`src/rtl/pkt_wr_pkg.sv`:
```
// rtl/pkt_wr_pkg.sv - shared types and widths for the packet copy buffer write side
package pkt_wr_pkg;

  localparam int DEPTH_DEF   = 3072;
  localparam int MAX_LEN_DEF = 1518;
  localparam int AW          = $clog2(DEPTH_DEF);
  localparam int LW          = $clog2(MAX_LEN_DEF + 1);
  localparam int OW          = $clog2(DEPTH_DEF + 1);

  typedef enum logic [1:0] {
    IDLE,
    WRITE,
    DROP
  } state_t;

  typedef struct packed {
    logic [AW-1:0] addr;
    logic [LW-1:0] len;
  } desc_t;

  function automatic logic [15:0] sat_add16(input logic [15:0] a, input logic [1:0] n);
    logic [16:0] s;
    s = {1'b0, a} + {15'd0, n};
    return s[16] ? 16'hFFFF : s[15:0];
  endfunction

endpackage

```
`src/rtl/desc_fifo.sv`:
```
// rtl/desc_fifo.sv - shift-register descriptor FIFO; head entry is the registered output
module desc_fifo
  import pkt_wr_pkg::*;
#(
  parameter int DEPTH = 4
) (
  input  logic                       i_clk,
  input  logic                       i_rst,
  input  logic                       i_push,
  input  desc_t                      i_desc,
  input  logic                       i_pop,
  output desc_t                      o_desc,
  output logic                       o_valid,
  output logic                       o_full,
  output logic [$clog2(DEPTH+1)-1:0] o_count
);

  localparam int CW = $clog2(DEPTH + 1);
  localparam int IW = (DEPTH > 1) ? $clog2(DEPTH) : 1;

  desc_t          mem [DEPTH];
  logic           pop;
  logic           push_ok;
  logic [CW-1:0]  count_next;
  logic [IW-1:0]  wr_idx;

  always_comb begin
    pop        = i_pop & o_valid;
    push_ok    = i_push & (~o_full | pop);
    count_next = o_count + CW'(push_ok) - CW'(pop);
    // a simultaneous pop shifts everything down, so the new entry lands one slot lower
    wr_idx     = pop ? IW'(o_count - 1'b1) : IW'(o_count);
  end

  always_ff @(posedge i_clk or posedge i_rst) begin
    if (i_rst) begin
      for (int i = 0; i < DEPTH; i++) mem[i] <= '0;
      o_count <= '0;
      o_valid <= 1'b0;
      o_full  <= 1'b0;
    end else begin
      if (pop) begin
        for (int i = 0; i < DEPTH - 1; i++) mem[i] <= mem[i+1];
      end
      if (push_ok) mem[wr_idx] <= i_desc;
      o_count <= count_next;
      o_valid <= (count_next != '0);
      o_full  <= (count_next == CW'(DEPTH));
    end
  end

  assign o_desc = mem[0];

endmodule

```
`src/rtl/pkt_wr_ctrl.sv`:
```
// rtl/pkt_wr_ctrl.sv - packet ingress writer: admission, contiguous SRAM writes, occupancy, descriptors
module pkt_wr_ctrl
  import pkt_wr_pkg::*;
#(
  parameter int DATA_WIDTH = 8,
  parameter int DEPTH      = DEPTH_DEF,
  parameter int MAX_LEN    = MAX_LEN_DEF,
  parameter int DESC_DEPTH = 4
) (
  input  logic                  i_clk,
  input  logic                  i_rst,
  input  logic [DATA_WIDTH-1:0] i_data,
  input  logic                  i_valid,
  input  logic                  i_sop,
  input  logic                  i_eop,
  output logic [AW-1:0]         o_mem_addr,
  output logic                  o_mem_write,
  output logic [DATA_WIDTH-1:0] o_mem_data,
  output logic                  o_desc_valid,
  input  logic                  i_desc_ready,
  output logic [AW-1:0]         o_desc_addr,
  output logic [LW-1:0]         o_desc_len,
  input  logic                  i_release,
  input  logic [LW-1:0]         i_release_len,
  output logic [15:0]           o_drop_cnt
);

  localparam int            CW        = $clog2(DESC_DEPTH + 1);
  localparam logic [OW-1:0] OCC_LIMIT = OW'(DEPTH - MAX_LEN);

  state_t        state;
  logic [AW-1:0] wr_ptr;
  logic [AW-1:0] pkt_start;
  logic [LW:0]   pkt_len;
  logic [OW-1:0] occ;
  logic          push_pend;
  desc_t         push_desc;

  desc_t         fifo_desc;
  logic          fifo_full;
  logic [CW-1:0] fifo_count;

  logic          sop_v;
  logic          byte_v;
  logic          over;
  logic          admit;
  logic          commit;
  logic [AW-1:0] base;
  logic [AW-1:0] commit_addr;
  logic [LW-1:0] commit_len;
  logic [1:0]    drop_inc;
  logic [OW:0]   occ_sum;
  logic [OW:0]   rel_amt;
  logic [OW-1:0] occ_next;

  function automatic logic [AW-1:0] next_addr(input logic [AW-1:0] a);
    return (a == AW'(DEPTH - 1)) ? '0 : a + 1'b1;
  endfunction

  always_comb begin
    sop_v  = i_valid & i_sop;
    byte_v = i_valid & ~i_sop & (state == WRITE);
    over   = byte_v & (pkt_len == (LW+1)'(MAX_LEN));
    // the descriptor pushed last cycle has not landed in the FIFO yet, so reserve its slot
    admit  = ~fifo_full & ~(push_pend & (fifo_count == CW'(DESC_DEPTH - 1))) & (occ <= OCC_LIMIT);
    base   = (state == WRITE) ? pkt_start : wr_ptr;

    commit      = (sop_v & admit & i_eop) | (byte_v & ~over & i_eop);
    commit_addr = sop_v ? base : pkt_start;
    commit_len  = sop_v ? LW'(1) : LW'(pkt_len + 1'b1);

    drop_inc = 2'(sop_v & (state == WRITE)) + 2'(sop_v & ~admit) + 2'(over);

    occ_sum  = {1'b0, occ} + (commit ? (OW+1)'(commit_len) : '0);
    rel_amt  = i_release ? (OW+1)'(i_release_len) : '0;
    occ_next = (rel_amt > occ_sum) ? '0 : OW'(occ_sum - rel_amt);
  end

  always_ff @(posedge i_clk or posedge i_rst) begin
    if (i_rst) begin
      state       <= IDLE;
      wr_ptr      <= '0;
      pkt_start   <= '0;
      pkt_len     <= '0;
      occ         <= '0;
      push_pend   <= 1'b0;
      push_desc   <= '0;
      o_mem_addr  <= '0;
      o_mem_write <= 1'b0;
      o_mem_data  <= '0;
      o_drop_cnt  <= '0;
    end else begin
      o_mem_write <= 1'b0;
      occ         <= occ_next;
      o_drop_cnt  <= sat_add16(o_drop_cnt, drop_inc);
      push_pend   <= commit;
      push_desc   <= '{addr: commit_addr, len: commit_len};

      if (sop_v) begin
        if (admit) begin
          o_mem_write <= 1'b1;
          o_mem_addr  <= base;
          o_mem_data  <= i_data;
          wr_ptr      <= next_addr(base);
          pkt_start   <= base;
          pkt_len     <= (LW+1)'(1);
          state       <= i_eop ? IDLE : WRITE;
        end else begin
          wr_ptr <= base;
          state  <= i_eop ? IDLE : DROP;
        end
      end else if (byte_v) begin
        if (over) begin
          wr_ptr <= pkt_start;
          state  <= i_eop ? IDLE : DROP;
        end else begin
          o_mem_write <= 1'b1;
          o_mem_addr  <= wr_ptr;
          o_mem_data  <= i_data;
          wr_ptr      <= next_addr(wr_ptr);
          pkt_len     <= pkt_len + 1'b1;
          if (i_eop) state <= IDLE;
        end
      end else if (i_valid & i_eop & (state == DROP)) begin
        state <= IDLE;
      end
    end
  end

  desc_fifo #(
    .DEPTH (DESC_DEPTH)
  ) u_desc_fifo (
    .i_clk   (i_clk),
    .i_rst   (i_rst),
    .i_push  (push_pend),
    .i_desc  (push_desc),
    .i_pop   (i_desc_ready),
    .o_desc  (fifo_desc),
    .o_valid (o_desc_valid),
    .o_full  (fifo_full),
    .o_count (fifo_count)
  );

  assign o_desc_addr = fifo_desc.addr;
  assign o_desc_len  = fifo_desc.len;

endmodule

```
`config.mk`:
```
export PLATFORM = sky130hd
export DESIGN_NAME = pkt_wr_ctrl
export DESIGN_NICKNAME = d
export VERILOG_FILES = /design/src/rtl/pkt_wr_pkg.sv /design/src/rtl/desc_fifo.sv /design/src/rtl/pkt_wr_ctrl.sv
export SDC_FILE = /design/constraint.sdc
export NUM_CORES = 1
export LEC_CHECK = 0
export BUFFER_PORTS_ARGS = -buffer_cell sky130_fd_sc_hd__buf_2
export CAP_MARGIN = 20
export CELL_PAD_IN_SITES_DETAIL_PLACEMENT = 1
export CELL_PAD_IN_SITES_GLOBAL_PLACEMENT = 2
export CORE_ASPECT_RATIO = 1.5
export CORE_MARGIN = 2
export CORE_UTILIZATION = 31
export CTS_CLUSTER_DIAMETER = 200
export CTS_CLUSTER_SIZE = 25
export DETAILED_ROUTE_END_ITERATION = 8
export GPL_TIMING_DRIVEN = 1
export PLACE_DENSITY = 0.74
export SLEW_MARGIN = 20
export SYNTH_ARGS = -nofsm -noshare
export SYNTH_HDL_FRONTEND = slang
export SYNTH_SLANG_ARGS = --single-unit
```
`constraint.sdc`:
```
create_clock -name i_clk -period 7.1 [get_ports i_clk]
set_input_delay 0.355 -clock i_clk [delete_from_list [all_inputs] [get_ports i_clk]]
set_output_delay 0.355 -clock i_clk [all_outputs]
set_load 0.1 [all_outputs]
```
==> flow_metrics.env <==
export IMPL_status="finished, violations left"
export IMPL_violations="negative hold slack"
export IMPL_finalCriticalPeriod_ns=5.93
export IMPL_synth_ff_type="dfrtp_1"
export IMPL_synthCells=1149
export IMPL_power_density_nw_per_um2=428
export IMPL_num_rows=85
export IMPL_cts_made_buffers=12
export IMPL_min_path_type="in2async"
export IMPL_synth_edf_count=0
export IMPL_ys_seq_elements=208
export IMPL_ant_nets=0
export IMPL_via_count=8368
export IMPL_drc_errors=0
export IMPL_setup_violations_final=0
export IMPL_vias_per_cell=5.03
export IMPL_grt_start_max_net_pins=99
export IMPL_slew_violations=0
export IMPL_whs_ns=-0.0318
export IMPL_r2r_start="pkt_len[4]"
export IMPL_cp_max_fo=19
export IMPL_cts_max_path_buffers=3
export IMPL_p_switching_mw=2.61
export IMPL_async_flop_share_pct=100
export IMPL_critPathKind="reg2reg"
export IMPL_tightestPinTransition_ns=0.915
export IMPL_cts_tree="yes"
export IMPL_worstSetupEndpointType="register"
export IMPL_period_share_pct=83.5
export IMPL_start_util_pct=31.4
export IMPL_wl_per_cell_um=17.5
export IMPL_max_stage_delay_ns=0.69
export IMPL_cp_start_kind="register"
export IMPL_cp_top_family="compound AO/OA/AOI/OAI gates"
export IMPL_hold_viol=12
export IMPL_dieArea_um2=38000
export IMPL_yosysUniqueCellTypes=72
export IMPL_synth_area_um2=11300
export IMPL_fp_coreArea_um2=35900
export IMPL_worstSkewPairLatency_ns=0.49
export IMPL_fmax_ghz=0.169
export IMPL_instances_no_fill=1662
export IMPL_antenna_cells=0
export IMPL_synth_avg_cell_area_um2=9.84
export IMPL_gp_congestion=0.833
export IMPL_relSlewSlack_pct=39.0
export IMPL_fin_util_pct=34.5
export IMPL_num_fill_cells=4216
export IMPL_grt_ovfl_total=0
export IMPL_maxCapViolCount=0
export IMPL_p_leak_nw=6.10
export IMPL_synth_nets=1222
export IMPL_cp_required_ns=7.41
export IMPL_final_layout_size_suffix_gt1_share_pct=14.3
export IMPL_finalPower_mw=5.30
export IMPL_power_frac_clock_pct=13.9
export IMPL_first_global_vias=8863
export IMPL_comb_power_share_pct=49.1
export IMPL_cts_resized=0
export IMPL_finClkSkew_ns=0.0337
export IMPL_rsz0062_at_grt="no"
export IMPL_track_usage_pct=15.4
export IMPL_fin_nets=1257
export IMPL_synth_warnings=0
export IMPL_first_pass_iters=4
export IMPL_path_buf_inv=1
export IMPL_critPathArrivalTime_ns=6.24
export IMPL_grt_antenna_before_repair=3
export IMPL_dp_hpwl_um=20900
export IMPL_area_growth_pct=9.62
export IMPL_drtIter0Drc=250
export IMPL_grt_pass1_wl_um=47700
export IMPL_swShare_pct=49.3
export IMPL_port_buffers=86
export IMPL_root_buffer="clkbuf_16"
export IMPL_htree_num_levels=1
export IMPL_io_pins=87
export IMPL_startpoint="pkt_len[4]"
export IMPL_seq_power_share_pct=37.0
export IMPL_slowest_stage="a21oi_1"
export IMPL_die_x_um=160
export IMPL_path_clk_slew_ns=0.11
export IMPL_postCtsHoldBufs=0
export IMPL_ys_seq_area_share_pct=46.1
export IMPL_dp_cells=1648
export IMPL_ir_worst_vdd_mv=0.191
export IMPL_clock_sinks=208
export IMPL_worstPathCellList="or3_1, or3_1, nor2b_1, nor2_4, inv_4, nand2_2, a21oi_1, ha_1, fa_1, a211oi_1, o21ai_0, a31oi_1, o21ai_0, xor2_1, ha_1, nand4_1, o21ba_2, o221ai_1, a21oi_1, nor3_1"
export IMPL_wirelength_um=29100
export IMPL_fp_dieH_um=238
export IMPL_power_internal_mw=2.69
export IMPL_postCtsSetupRepairBufs=0
export IMPL_fin_setup_tns_ns=0
kinds of logic after synthesis:
family / Yosys count / share of synthesized area [%]
AND/OR/NAND/NOR: 344 / 14.2
flip-flops: 208 / 46.1
adder cells (fa/ha/maj): 47 / 5.54
buffers and inverters: 125 / 5.14
XOR/XNOR: 46 / 3.57
multiplexers: 143 / 13.4
AO/OA/AOI/OAI: 236 / 12.1
power groups by stage:
stage	clock network, mW	logic [mW]	registers [mW]
detailed placement	0	2.63	1.99
floorplan	0	1.78	2.31
global placement	0	2.58	1.97
CTS	0.778	2.64	1.97
global route	0.811	2.84	2.03
finish	0.736	2.61	1.96
final timing paths:
path / end / slack (ns) / cells past startpoint
worst max-delay path: occ[5] / 1.17 / 20
worst min-delay path: o_drop_cnt[14] / -0.03 / 2
worst max register to register: occ[5] / 1.17 / 20
worst min register to register: o_mem_data[1] / 0.49 / 1
max in group asynchronous: wr_ptr[8] / 5.73 / 3
min in group i_clk: o_mem_data[7] / 0.08 / 2
routing by layer:
metal / vias to the layer above / wire, um / GRT usage [%]
met3: 54 / 663 / 1.44
li1: 4022 / - / -
met2: 106 / 15300 / 28.8
met1: 4180 / 12200 / 18.3
met4: 6 / 942 / 5.71
met5: - / 28 / 0
placed cells by master (no fill, tap or decap), drive strengths merged, types with 2 or more instances in the layout:
cell type  Yosys  routed
nand3         22      22
mux2          48      48
ha            42      42
buf           42     101
or3            5       5
xor2          23      23
o21a           9       9
o21ai         86      86
and4b          4       4
fa             5       5
mux2i         95      95
a221oi         4       4
a21oi         83      83
a32oi          2       2
nor3          28      28
a211oi         5       5
xnor2         23      23
dfrtp        208     208
o31ai          2       2
or4            3       3
o2111ai        2       2
a31oi         14      14
a21boi         2       2
inv           45      46
o22ai          2       2
and3          12      12
nand2        137     137
nor2b          7       7
a2bb2oi        2       2
nor2          90      90
a21o           7       7
nand3b         5       5
nor4           4       4
o211ai         4       4
and4           4       4
or2            2       2
nand2b         5       5
o21bai         5       5
clkbuf        38      13
nand4         10      10
layout make-up:
class,count,area (um2),share of cell area [%]
clock buffers,13,325,2.63
clock inverters,1,20.0,0.162
inverters,45,179,1.44
multi-input cells,816,5520,44.5
flip-flops and latches,208,5200,42.0
well taps,478,598,4.83
repair buffers,101,543,4.38
stage by stage:
step | area (um2) | setup WS [ns]
after floorplan | 11300 | 1.06
after global placement | 12000 | 1.29
after detailed placement | 12000 | 1.15
after CTS | 12400 | 1.07
after global routing | 12400 | 0.629
final | 12400 | 1.17
Yosys cell counts (all sizes together) (7+ instances only):
master / count / area share (%)
nor2b: 7 / 0.39
nand3: 22 / 0.97
and3: 12 / 0.66
nand4: 10 / 0.55
nor3: 28 / 1.3
xor2: 23 / 1.8
ha: 42 / 4.7
o21a: 9 / 0.60
buf: 42 / 2.3
a21o: 7 / 0.47
a21oi: 83 / 3.7
o21ai: 86 / 3.8
clkbuf: 38 / 1.3
xnor2: 23 / 1.8
mux2: 48 / 4.9
inv: 45 / 1.5
dfrtp: 208 / 46
mux2i: 95 / 8.4
a31oi: 14 / 0.77
nor2: 90 / 3.1
nand2: 137 / 4.6
No activity file was read; power rests on OpenSTA's default activity.
